--- src/rtl/dbi_cfg_sequencer.sv ---
// Table-driven configuration master: replays (offset, data) pairs as single-beat mc_* writes with retry.
// Optional B-response watchdog enabled by defining DBI_CFG_SEQ_TIMEOUT_EN.
module dbi_cfg_sequencer #(
  parameter int                          ADDR_W            = 32,
  parameter int                          MC_DATA_W         = 8,
  parameter int                          MST_ID_W          = 5,
  parameter int                          TRANS_RESP_W      = 2,
  parameter logic [ADDR_W-1:0]           IP_CONF_BASE_ADDR = 32'h3000_0000,
  parameter logic [MST_ID_W-1:0]         SEQ_ID            = 5'h00,
  parameter int                          OFF_W             = 8,
  parameter int                          SEQ_DEPTH         = 16,
  parameter int                          SEQ_IDX_W         = 4,
  parameter int                          MAX_RETRY         = 3,
  parameter int                          TIMEOUT_CYC       = 1024
) (
  input  logic                    clk,
  input  logic                    rst,
  input  logic                    start_i,
  input  logic [SEQ_IDX_W:0]      seq_len_i,
  input  logic                    tbl_wr_en_i,
  input  logic [SEQ_IDX_W-1:0]    tbl_wr_idx_i,
  input  logic [OFF_W-1:0]        tbl_wr_off_i,
  input  logic [MC_DATA_W-1:0]    tbl_wr_data_i,
  output logic [MST_ID_W-1:0]     mc_awid_o,
  output logic [ADDR_W-1:0]       mc_awaddr_o,
  output logic                    mc_awvalid_o,
  input  logic                    mc_awready_i,
  output logic [MC_DATA_W-1:0]    mc_wdata_o,
  output logic                    mc_wvalid_o,
  input  logic                    mc_wready_i,
  input  logic [TRANS_RESP_W-1:0] mc_bresp_i,
  input  logic                    mc_bvalid_i,
  output logic                    mc_bready_o,
  output logic                    busy_o,
  output logic                    done_o,
  output logic                    err_o,
  output logic [SEQ_IDX_W-1:0]    err_idx_o
);

  localparam int LEN_W   = SEQ_IDX_W + 1;
  localparam int RETRY_W = $clog2(MAX_RETRY + 1);
  localparam logic [LEN_W-1:0]   DEPTH_LEN = LEN_W'(SEQ_DEPTH);
  localparam logic [LEN_W-1:0]   ONE_LEN   = LEN_W'(1);
  localparam logic [RETRY_W-1:0] RETRY_MAX = RETRY_W'(MAX_RETRY);

  if (TIMEOUT_CYC < 1) begin : g_bad_timeout
    $error("TIMEOUT_CYC must be at least 1");
  end

  typedef enum logic [2:0] {IDLE, LOAD, ISSUE, RESP, DONE} state_t;

  state_t state_reg, state_next;

  logic [OFF_W-1:0]     tbl_off  [SEQ_DEPTH];
  logic [MC_DATA_W-1:0] tbl_data [SEQ_DEPTH];

  logic [LEN_W-1:0]     len_reg;
  logic [LEN_W-1:0]     idx_reg;
  logic [RETRY_W-1:0]   retry_reg;
  logic [ADDR_W-1:0]    awaddr_reg;
  logic [MC_DATA_W-1:0] wdata_reg;
  logic                 awvalid_reg, wvalid_reg;
  logic                 done_reg, err_reg;
  logic [SEQ_IDX_W-1:0] err_idx_reg;

  logic do_start, do_ok, do_retry, do_abort;
  logic [LEN_W-1:0] len_clamped;

  assign len_clamped = (seq_len_i > DEPTH_LEN) ? DEPTH_LEN : seq_len_i;

`ifdef DBI_CFG_SEQ_TIMEOUT_EN
  localparam int TMO_W = $clog2(TIMEOUT_CYC + 1);
  localparam logic [TMO_W-1:0] TMO_LAST = TMO_W'(TIMEOUT_CYC - 1);
  logic [TMO_W-1:0] tmo_cnt_reg;
  logic             tmo_hit;

  // Count only cycles spent in RESP with no response; leaving RESP rearms it.
  always_ff @(posedge clk) begin
    if (rst || state_reg != RESP) begin
      tmo_cnt_reg <= '0;
    end else if (!mc_bvalid_i) begin
      tmo_cnt_reg <= tmo_cnt_reg + TMO_W'(1);
    end
  end

  assign tmo_hit = (tmo_cnt_reg == TMO_LAST);
`else
  logic tmo_hit;
  assign tmo_hit = 1'b0;
`endif

  always_ff @(posedge clk) begin
    if (rst) begin
      state_reg <= IDLE;
    end else begin
      state_reg <= state_next;
    end
  end

  always_comb begin
    state_next = state_reg;
    do_start   = 1'b0;
    do_ok      = 1'b0;
    do_retry   = 1'b0;
    do_abort   = 1'b0;
    case (state_reg)
      IDLE: begin
        if (start_i) begin
          do_start   = 1'b1;
          state_next = (seq_len_i == '0) ? DONE : LOAD;
        end
      end
      LOAD: state_next = ISSUE;
      ISSUE: begin
        // A channel counts as finished once its valid has dropped or is handshaking now.
        if ((!awvalid_reg || mc_awready_i) && (!wvalid_reg || mc_wready_i)) begin
          state_next = RESP;
        end
      end
      RESP: begin
        if (mc_bvalid_i) begin
          if (mc_bresp_i == '0) begin
            do_ok      = 1'b1;
            state_next = ((idx_reg + ONE_LEN) == len_reg) ? DONE : LOAD;
          end else if (retry_reg < RETRY_MAX) begin
            do_retry   = 1'b1;
            state_next = LOAD;
          end else begin
            do_abort   = 1'b1;
            state_next = IDLE;
          end
        end else if (tmo_hit) begin
          do_abort   = 1'b1;
          state_next = IDLE;
        end
      end
      DONE: state_next = IDLE;
      default: state_next = IDLE;
    endcase
  end

  always_ff @(posedge clk) begin
    if (tbl_wr_en_i && state_reg == IDLE) begin
      tbl_off[tbl_wr_idx_i]  <= tbl_wr_off_i;
      tbl_data[tbl_wr_idx_i] <= tbl_wr_data_i;
    end
  end

  always_ff @(posedge clk) begin
    if (rst) begin
      len_reg     <= '0;
      idx_reg     <= '0;
      retry_reg   <= '0;
      awaddr_reg  <= '0;
      wdata_reg   <= '0;
      awvalid_reg <= 1'b0;
      wvalid_reg  <= 1'b0;
      done_reg    <= 1'b0;
      err_reg     <= 1'b0;
      err_idx_reg <= '0;
    end else begin
      done_reg <= (state_reg == DONE);
      if (do_start) begin
        len_reg   <= len_clamped;
        idx_reg   <= '0;
        retry_reg <= '0;
        err_reg   <= 1'b0;
      end
      if (state_reg == LOAD) begin
        awaddr_reg  <= IP_CONF_BASE_ADDR +
                       {{(ADDR_W-OFF_W){1'b0}}, tbl_off[idx_reg[SEQ_IDX_W-1:0]]};
        wdata_reg   <= tbl_data[idx_reg[SEQ_IDX_W-1:0]];
        awvalid_reg <= 1'b1;
        wvalid_reg  <= 1'b1;
      end
      if (awvalid_reg && mc_awready_i) awvalid_reg <= 1'b0;
      if (wvalid_reg && mc_wready_i)   wvalid_reg  <= 1'b0;
      if (do_ok) begin
        idx_reg   <= idx_reg + ONE_LEN;
        retry_reg <= '0;
      end
      if (do_retry) retry_reg <= retry_reg + RETRY_W'(1);
      if (do_abort) begin
        err_reg     <= 1'b1;
        err_idx_reg <= idx_reg[SEQ_IDX_W-1:0];
      end
    end
  end

  assign mc_awid_o    = SEQ_ID;
  assign mc_awaddr_o  = awaddr_reg;
  assign mc_awvalid_o = awvalid_reg;
  assign mc_wdata_o   = wdata_reg;
  assign mc_wvalid_o  = wvalid_reg;
  assign mc_bready_o  = (state_reg == RESP);
  assign busy_o       = (state_reg != IDLE);
  assign done_o       = done_reg;
  assign err_o        = err_reg;
  assign err_idx_o    = err_idx_reg;

endmodule
--- config.mk ---
export PLATFORM = sky130hd
export DESIGN_NAME = dbi_cfg_sequencer
export DESIGN_NICKNAME = d
export VERILOG_FILES = /design/src/rtl/dbi_cfg_sequencer.sv
export SDC_FILE = /design/constraint.sdc
export NUM_CORES = 1
export LEC_CHECK = 0
export CORE_MARGIN = 3
export CORE_UTILIZATION = 47
export DETAILED_ROUTE_END_ITERATION = 10
export DONT_BUFFER_PORTS = 1
export HOLD_SLACK_MARGIN = 0.06
export PLACE_DENSITY_LB_ADDON = 0.15
export SYNTH_ARGS = -nofsm -noshare
export SYNTH_HDL_FRONTEND = slang
export SYNTH_SLANG_ARGS = --single-unit
--- constraint.sdc ---
create_clock -name clk -period 2.9 [get_ports clk]
set_input_delay 0 -clock clk [delete_from_list [all_inputs] [get_ports clk]]
set_output_delay 0 -clock clk [all_outputs]
set_load 0.005 [all_outputs]
==> impl_metrics.csv <==
group,metric,value,unit
logic_synthesis,yosysSeqAreaShare,73.3,%
place,dp_hpwl,15.9,mm
outcome,status,"completed",
final_layout,final_cells,1074,
final_layout,nNetsFinal,764,
grt,grt_max_degree,41,
power_and_ir_drop,p_per_area,677,nW/µm²
sta,max_freq,362,MHz
hold_path,min_path_type,"input port to flop",
grt,overflow,0,
final_layout,area.growth.synth_to_final,17.4,%
place,place_inst,966,
setup_path,crit_start,"state_reg[1]$_SDFFE_PP0P_",
floorplan,die_w,164,µm
sta,hold_violations,0,
final_layout,layout-drive-gt1-share,21.3,%
clock_network,clock_latency,550,ps
sta,setup_viol,0,
setup_path,end_kind,"flop",
sta,period_needed,2760,ps
power_and_ir_drop,intPower,7250,µW
final_layout,finalInstanceArea,13700,µm²
power_and_ir_drop,p_switching,2030,µW
power_and_ir_drop,p_sw_share,21.8,%
drt,wire_per_inst,24.9,µm
setup_path,required,3330,ps
floorplan,core_area,24400,µm²
grt,grt_usage,20.3,%
clock_network,clkSinkCount,300,
logic_synthesis,synthArstFlopShare,0,%
sta,rsz0062_at_grt,"no",
logic_synthesis,synth_flop_cell,"edfxtp_1",
drt,via_count,6199,
setup_path,critPathCapture,"idx_reg[4]$_SDFFE_PP0N_",
setup_path,r2r_setup_slack,140,ps
power_and_ir_drop,power_frac_seq,53.3,%
setup_path,reg2reg_from,"state_reg[1]$_SDFFE_PP0P_",
logic_synthesis,ys_warn_count,0,
grt,grt_pass1_wl,40.1,mm
sta,worst_pin_slew,957,ps
floorplan,io_pins,89,
setup_path,critPathKind,"flop to flop",
power_and_ir_drop,comb_power_share,6.5,%
drt,wirelength,26.8,mm
place,io_buffer_count,0,
sta,finalSetupTns,0,ps
final_layout,diodes,0,
floorplan,rows,57,
final_layout,final_common_cell,"edfxtp_1",
setup_path,start_kind,"flop",
floorplan,start_util,47.9,%
setup_path,critPathArrivalTime,3190,ps
final_layout,postLayoutCoreUtil,56.2,%
logic_synthesis,synth_cells,635,
drt,firstDrtPassIters,5,
setup_path,r2r-end,"idx_reg[4]$_SDFFE_PP0N_",
power_and_ir_drop,ir_drop,0.597,mV
setup_path,reg2reg_depth,7,
power_and_ir_drop,leakage,0.00435,µW
power_and_ir_drop,pwr-share-clk,40.2,%
clock_network,clockBufferDepth,3,
sta,clock_skew,11.7,ps
logic_synthesis,ys_ff_latch,300,
floorplan,die_area,26800,µm²
sta,max_slew_margin,35.9,%
logic_synthesis,syn_area,11700,µm²
clock_network,numCtsBuffers,31,
sta,period_share,95.2,%
job,maxCapViolations,0,
place,post_dp_cell_area,12200,µm²
place,place.gp.congestion,0.811,
logic_synthesis,synth_edf_count,256,
floorplan,die_h,164,µm
drt,route.detailed.drc,0,
clock_network,cts_tree,"yes",
drt,dr.first_iter.drc_count,502,
sta,slew_violations,0,
grt,antenna_found_initial,0,
grt,grt_pass1_vias,6360,
logic_synthesis,synthDistinctLibCells,47,
clock_network,htree_levels,1,
final_layout,seqCellArea,8570,µm²
final_layout,fillerInstances,1887,
clock_network,root_buffer,"clkbuf_16",
final_layout,multi_input_area,2860,µm²
clock_network,clk_pin_slew,60,ps
final_layout,layout_common_cells,"edfxtp_1, mux4_2, dlygate4sd3_1, dfxtp_1, nor2_1",
setup_path,path_max_fanout,12,
drt,postRouteAntennaNets,0,
logic_synthesis,synth_area_per_cell,18.4,µm²
drt,routed_via_density,5.77,
-- worst max-delay path, cell delays in order (launching register included) --
cell and delay [ps]:
dfxtp_1 570, nand4b_1 290, nor3_2 190, dlygate4sd3_1 670, nor2_1 130, a21oi_1 150, a211oi_1 90, dlygate4sd3_1 560
-- routing by layer --
metal / vias to the layer above / track usage, % / part of all wire, %
met5: - / 0 / 0
met4: 0 / 4.88 / 2.0
met3: 43 / 3.58 / 6.1
met2: 213 / 32.5 / 48
li1: 2686 / - / -
met1: 3257 / 29.4 / 44
-- timing repair --
action	in CTS	in global routing
hold endpoints to repair	432	0
endpoints found under the setup margin	0	10
hold buffers	53	0
resized for setup	0	1
setup buffers	0	0
-- area by class of cell --
cell class,count,area share [%]
clock buffer,43,6.20
clock inverter,12,0.794
inverter,3,0.0821
multi-input combinational,302,20.9
sequential,300,62.5
tap,324,2.96
timing repair buffer,90,6.61
-- metrics by stage --
| step | setup WS, ps | total power (µW) | hold WS (ps) |
|---|---|---|---|
| final | 140 | 9280 | 171 |
| after global placement | 738 | 5480 | 76.6 |
| after global routing | 10.2 | 9590 | 166 |
| after CTS | 131 | 9350 | 121 |
| after detailed placement | 695 | 5490 | 79.9 |
| after floorplan | 251 | 5340 | 98.9 |
-- logic make-up after synthesis --
| kind of cell | Yosys count | synth area share (%) |
|---|---|---|
| AO/OA/AOI/OAI | 92 | 5.18 |
| XOR/XNOR | 5 | 0.375 |
| adder cells (fa/ha/maj) | 2 | 0.214 |
| buffers and inverters | 59 | 3.35 |
| flip-flops | 300 | 73.3 |
| multiplexers | 69 | 12.8 |
| other | 1 | 0.0321 |
| AND/OR/NAND/NOR | 107 | 4.68 |
-- power by group through the flow --
stage	sequential, µW	clock (µW)	combinational, µW
floorplan	4970	0	373
global placement	5020	0	453
detailed placement	5030	0	461
CTS	4940	3810	597
global route	4960	3970	658
finish	4940	3730	602
-- worst min path at each step --
| stage | cells after the start | slack [ps] | start | endpoint |
|---|---|---|---|---|
| 2_1_floorplan | 0 | 100 | tbl_wr_data_i[0] | tbl_data[0][0]$_DFFE_PP_ |
| 3_3_place_gp | 1 | 80 | rst | mc_awvalid_o$_SDFFE_PP0N_ |
| 3_5_place_dp | 1 | 80 | rst | mc_awvalid_o$_SDFFE_PP0N_ |
| 4_1_cts | 4 | 120 | tbl_wr_en_i | tbl_off[0][6]$_DFFE_PP_ |
| 5_1_grt | 5 | 170 | tbl_wr_en_i | tbl_data[5][6]$_DFFE_PP_ |
| 6_report | 5 | 170 | tbl_wr_en_i | tbl_data[5][7]$_DFFE_PP_ |
-- synth_stat cells (3+ instances only) --
| cell type | n | area [µm²] |
|---|---|---|
| mux4_2 | 62 | 1400 |
| nand2_1 | 19 | 71.3 |
| o21ai_0 | 5 | 25.0 |
| nand3b_1 | 4 | 30.0 |
| nor3_1 | 8 | 40.0 |
| a21oi_1 | 29 | 145 |
| buf_2 | 10 | 50.1 |
| nand2b_1 | 8 | 50.1 |
| a22oi_1 | 16 | 120 |
| o21a_1 | 3 | 22.5 |
| dfxtp_1 | 44 | 881 |
| edfxtp_1 | 256 | 7690 |
| o22ai_1 | 15 | 93.8 |
| nand3_1 | 5 | 25.0 |
| nor2_1 | 39 | 146 |
| nand4_1 | 3 | 18.8 |
| a22o_1 | 15 | 131 |
| or3_1 | 4 | 25.0 |
| mux2i_1 | 5 | 50.1 |
| buf_4 | 31 | 233 |
| xnor2_1 | 4 | 35.0 |
| buf_6 | 4 | 45.0 |
| clkbuf_1 | 8 | 30.0 |
| nor2b_1 | 5 | 31.3 |
(Power assumes the default switching activity.)
